--- config.mk ---
export PLATFORM = sky130hd
export DESIGN_NAME = pwm_capture
export DESIGN_NICKNAME = d
export VERILOG_FILES = /design/src/rtl/pwm_capture.sv
export SDC_FILE = /design/constraint.sdc
export NUM_CORES = 1
export LEC_CHECK = 0
export ABC_AREA = 0
export BUFFER_PORTS_ARGS = -buffer_cell sky130_fd_sc_hd__buf_2
export CORE_ASPECT_RATIO = 0.6
export CORE_MARGIN = 1.5
export CORE_UTILIZATION = 50
export DETAILED_ROUTE_END_ITERATION = 8
export PLACE_DENSITY = 0.66
export SYNTH_ARGS = -nofsm -noshare
export SYNTH_HDL_FRONTEND = slang
export SYNTH_SLANG_ARGS = --single-unit
--- constraint.sdc ---
create_clock -name clk -period 2.85 [get_ports clk]
set_input_delay 0.285 -clock clk [delete_from_list [all_inputs] [get_ports clk]]
set_output_delay 0.285 -clock clk [all_outputs]
set_load 0.01 [all_outputs]
--- src/rtl/pwm_capture.sv ---
// PWM input capture: measures high time and period of pwm_in in clk cycles,
// with a sticky timeout when no rising edge is seen within TIMEOUT cycles.
module pwm_capture #(
  parameter int unsigned TIMEOUT = 32'd4000000
) (
  input  logic        clk,
  input  logic        res,
  input  logic        enable,
  input  logic        pwm_in,
  output logic [31:0] d,
  output logic [31:0] t,
  output logic        valid,
  output logic        timeout,
  output logic        level
);

  localparam int unsigned CW = 32;
  localparam logic [CW-1:0] TMO    = CW'(TIMEOUT);
  localparam logic [CW-1:0] TMO_M1 = CW'(TIMEOUT - 1);

  typedef enum logic [1:0] {S_IDLE, S_ARMED, S_MEASURE} state_t;

  state_t        r_state, w_state_nxt;
  logic          r_s1, r_s2, r_s3;
  logic [CW-1:0] r_cnt_hi, r_cnt_per, r_hi_lat, r_idle_cnt;
  logic [CW-1:0] w_cnt_hi_nxt, w_cnt_per_nxt, w_hi_lat_nxt, w_idle_nxt;
  logic [CW-1:0] w_d_nxt, w_t_nxt;
  logic          w_valid_nxt, w_timeout_nxt;
  logic          w_rise, w_fall;

  assign w_rise = r_s2 & ~r_s3;
  assign w_fall = ~r_s2 & r_s3;
  assign level  = r_s2;

  // Next-state and counter logic; enable=0 overrides everything.
  always_comb begin
    w_state_nxt   = r_state;
    w_cnt_hi_nxt  = r_cnt_hi;
    w_cnt_per_nxt = r_cnt_per;
    w_hi_lat_nxt  = r_hi_lat;
    w_idle_nxt    = r_idle_cnt;
    w_d_nxt       = d;
    w_t_nxt       = t;
    w_valid_nxt   = 1'b0;
    w_timeout_nxt = timeout;
    if (!enable) begin
      w_state_nxt   = S_IDLE;
      w_cnt_hi_nxt  = '0;
      w_cnt_per_nxt = '0;
      w_hi_lat_nxt  = '0;
      w_idle_nxt    = '0;
    end else begin
      case (r_state)
        S_IDLE: begin
          w_cnt_hi_nxt  = '0;
          w_cnt_per_nxt = '0;
          if (w_rise) begin
            w_state_nxt   = S_ARMED;
            w_cnt_hi_nxt  = CW'(1);
            w_cnt_per_nxt = CW'(1);
            w_idle_nxt    = '0;
          end else if (r_idle_cnt == TMO_M1) begin
            w_timeout_nxt = 1'b1;
            w_idle_nxt    = '0;
          end else begin
            w_idle_nxt = r_idle_cnt + CW'(1);
          end
        end
        S_ARMED, S_MEASURE: begin
          w_idle_nxt = '0;
          if (w_rise) begin
            // A rise on the TIMEOUT cycle still counts as a valid period.
            if (r_state == S_MEASURE) begin
              w_d_nxt       = r_hi_lat;
              w_t_nxt       = r_cnt_per;
              w_valid_nxt   = 1'b1;
              w_timeout_nxt = 1'b0;
            end
            w_state_nxt   = S_MEASURE;
            w_cnt_hi_nxt  = CW'(1);
            w_cnt_per_nxt = CW'(1);
          end else if (r_cnt_per == TMO) begin
            w_timeout_nxt = 1'b1;
            w_state_nxt   = S_IDLE;
            w_cnt_hi_nxt  = '0;
            w_cnt_per_nxt = '0;
            w_hi_lat_nxt  = '0;
          end else begin
            w_cnt_per_nxt = r_cnt_per + CW'(1);
            if (r_s2) w_cnt_hi_nxt = r_cnt_hi + CW'(1);
            if (w_fall) w_hi_lat_nxt = r_cnt_hi;
          end
        end
        default: begin
          w_state_nxt   = S_IDLE;
          w_cnt_hi_nxt  = '0;
          w_cnt_per_nxt = '0;
          w_hi_lat_nxt  = '0;
          w_idle_nxt    = '0;
        end
      endcase
    end
  end

  // Synchronizer, edge register, state and result registers.
  always_ff @(posedge clk) begin
    if (!res) begin
      r_s1       <= 1'b0;
      r_s2       <= 1'b0;
      r_s3       <= 1'b0;
      r_state    <= S_IDLE;
      r_cnt_hi   <= '0;
      r_cnt_per  <= '0;
      r_hi_lat   <= '0;
      r_idle_cnt <= '0;
      d          <= '0;
      t          <= '0;
      valid      <= 1'b0;
      timeout    <= 1'b0;
    end else begin
      r_s1       <= pwm_in;
      r_s2       <= r_s1;
      r_s3       <= r_s2;
      r_state    <= w_state_nxt;
      r_cnt_hi   <= w_cnt_hi_nxt;
      r_cnt_per  <= w_cnt_per_nxt;
      r_hi_lat   <= w_hi_lat_nxt;
      r_idle_cnt <= w_idle_nxt;
      d          <= w_d_nxt;
      t          <= w_t_nxt;
      valid      <= w_valid_nxt;
      timeout    <= w_timeout_nxt;
    end
  end

endmodule

==> reports/summary.txt <==
vias after detailed routing -> 7161
fraction of post-synthesis cell area in the top cell type by area -> 0.458
met3 track utilization from global routing -> 0.0378
VDD IR max -> 432 uV
EDFF count, synth -> 0
Max Root-Sink Buffers -> 2
share of post-route cells with drive strength above 1 -> 0.130
share of flip-flops with an asynchronous set or reset after synthesis -> 0
most used routing layer -> met1
final routed DRC violation total -> 0
Max Fanout on Critical Path -> 32
leak pwr -> 3.59 nW
Total Wirelength -> 20.1 mm
fraction of power consumed by combinational cells -> 0.017
final worst path period share -> 0.859
part of the power in registers -> 0.480
final worst clock skew -> 7.21 ps
Synth cell types -> 50
worst slew margin relative to its limit -> 0.272
ratio of routed vias to standard cells -> 5.45
pin count of the biggest net entering global routing -> 71
signal arrival time at the worst endpoint -> 2800 ps
final number of setup-violating endpoints -> 0
placer congestion estimate -> 0.815
met2 track demand over resource -> 0.297
most area-consuming cells after synthesis -> dfxtp_1 46%, nand2_1 10%, a21boi_1 5.3%
crit path setup slack, layout -> 401 ps
P&R area growth vs syn -> 14.3%
Fmax -> 0.408 GHz
count of routing violations after the opening detailed-route iteration -> 507
Num Clock Sinks -> 199
Switch Pwr -> 1.16 mW
count of boundary I/O pins -> 71
DP HPWL -> 13.7 mm
capturing element type of the critical path -> flip-flop
total global routing track utilization -> 0.227
count of maximum capacitance violations -> 0
worst hold start -> pwm_in
buffers inserted during post-CTS setup optimization -> 0
cell types with the highest counts after synthesis -> 237 x nand2_1, 199 x dfxtp_1, 83 x nor2_1
TritonCTS buffer count -> 17
Internal Dissipation -> 4.65 mW
pre-CTS worst setup slack -> 401 ps
top flip-flop cell by instance count after synthesis -> dfxtp_1
drt first pass iters -> 5
cells after synthesis -> 1021
sum of overflow across all layers after global routing -> 0
Final Hold Violating Endpoints -> 0
global-route track usage on met1 -> 0.363
antenna fix cells -> 0
Worst EP required -> 3200 ps
count of final max-slew check failures -> 0
most frequent cell after synthesis -> nand2_1
worst hold-check path type -> in2reg
drt wl/cell -> 15.3 um
post-synthesis sequential element count -> 199
die height -> 105 um
slew of the pin with the lowest slew margin -> 1090 ps
number of cells on the worst hold path -> 2
cell taking the most area after synthesis -> dfxtp_1
Core ar. -> 17100 um2
Core Util, Final -> 0.582
number of H-tree levels -> 4
input/output buffers -> 70
die width -> 173 um
via count of the first global-routing pass -> 6301
run status -> completed
Post-Route Setup TNS -> 0 ps
worst reg2reg path startpoint -> r_cnt_per[0]
netlist area before placement -> 8700 um2
proportion of synthesized chip area in sequential cells -> 0.458
Layout Nets -> 1078
CTS tree -> built
r2r worst-path depth -> 7
clock insertion delay at the later pin of the skew report -> 440 ps
worst hold slack -> 63.8 ps
RSZ-0062 raised after global routing -> false
startpoint of the most critical setup path -> r_cnt_per[0]
initial core utilization -> 0.509
Critical Path Start Type -> flip-flop
switching fraction of total power -> 0.199
post-route antenna net violation count -> 0
r2r setup slk -> 400 ps
number of inserted filler cells in the final layout -> 1530
root buffer cell -> clkbuf_16
overall die area -> 18200 um2
min cycle time layout -> 2450 ps
Post-Synthesis Net Count -> 1033
wire length of the first global-routing pass -> 33.1 mm
clock-pin transition on the worst setup and hold timing paths -> 70 ps
Pwr Density -> 583 nW/um2
hold-fix buffer count after cts -> 0
placement row count -> 37
Crit Path Class -> reg2reg
number of resized instances in the post-cts repair step -> 0
Clock Power Share -> 0.503
average cell area after synthesis -> 8.52 um2
synth warn -> 0
antenna violations before repair -> 1
## critical path, stage by stage (launching register included)
cell	delay (ps)
dfxtp_1	400
inv_1	80
ha_1	190
nor4b_2	170
and4b_1	240
nand2_1	100
a221o_2	890
mux2i_1	290
## cells in the final DEF (no fill, tap or decap), drive strengths merged, types with 2 or more instances in the layout
cell type / n
or3: 14
o211ai: 5
clkbuf: 17
and3: 12
and4: 9
dfxtp: 199
bufinv: 8
a21boi: 67
ha: 8
buf: 87
inv: 17
o21ai: 16
nand4: 40
xnor2: 22
nor3: 11
nor4: 8
a21oi: 28
nand3: 41
nand2: 237
o31ai: 15
nor2: 83
nor2b: 3
clkinv: 2
a211oi: 3
nor4b: 7
a31oi: 5
clkinvlp: 2
or4: 22
xor2: 34
mux2i: 36
o311ai: 2
and2: 9
## worst paths after layout
path,to
hold reg to reg,t[6]
setup reg to reg,r_hi_lat[26]
setup / recovery,r_hi_lat[26]
hold / removal,r_s1
## logic make-up (layout without fill, tap and decap cells)
kind of cell | count (synthesis) | after routing | synth area share
simple gates | 500 | 500 | 0.281
flops | 199 | 199 | 0.458
compound gates | 147 | 147 | 0.116
buf+inv | 75 | 133 | 0.0355
xor+xnor | 56 | 56 | 0.0564
mux | 36 | 36 | 0.0414
fa+ha+maj | 8 | 8 | 0.0115
## registers in the layout (all words and copies together), names as in the netlist
name and cells:
d 32, level 1, r_cnt_hi 32, r_cnt_per 32, r_hi_lat 32, r_idle_cnt 32
r_s1 1, r_s3 1, r_state 2, t 32, timeout 1, valid 1
## power by group through the flow
stage	clock, mW	combinational (mW)	sequential [mW]
floorplan	0	0.0719	2.85
global placement	0	0.0973	2.85
detailed placement	0	0.0974	2.85
CTS	2.97	0.0976	2.79
global route	3.08	0.107	2.79
finish	2.92	0.0975	2.79
## final cells by class
class / count / area [um2] / share of cell area
timing repair buffer: 87 / 478 / 0.0481
clock buffer: 17 / 425 / 0.0428
sequential: 199 / 3980 / 0.401
tap: 234 / 293 / 0.0294
clock inverter: 15 / 295 / 0.0297
multi-input combinational: 747 / 4420 / 0.444
inverter: 14 / 52.6 / 0.00528
## stage by stage
step / std cells / area, um2 / power (mW)
after floorplan: 1021 / 8700 / 2.92
after detailed placement: 1281 / 9230 / 2.95
final: 1313 / 9950 / 5.80
after CTS: 1313 / 9950 / 5.85
after global routing: 1313 / 9950 / 5.97
after global placement: 1281 / 9230 / 2.95
## routing by layer
| metal | vias to the layer above | wire [um] |
|---|---|---|
| met5 | - | 11 |
| met1 | 3349 | 11400 |
| met3 | 18 | 944 |
| met2 | 169 | 7550 |
| met4 | 2 | 212 |
| li1 | 3623 | - |
Power figures use the tool's default switching activity.
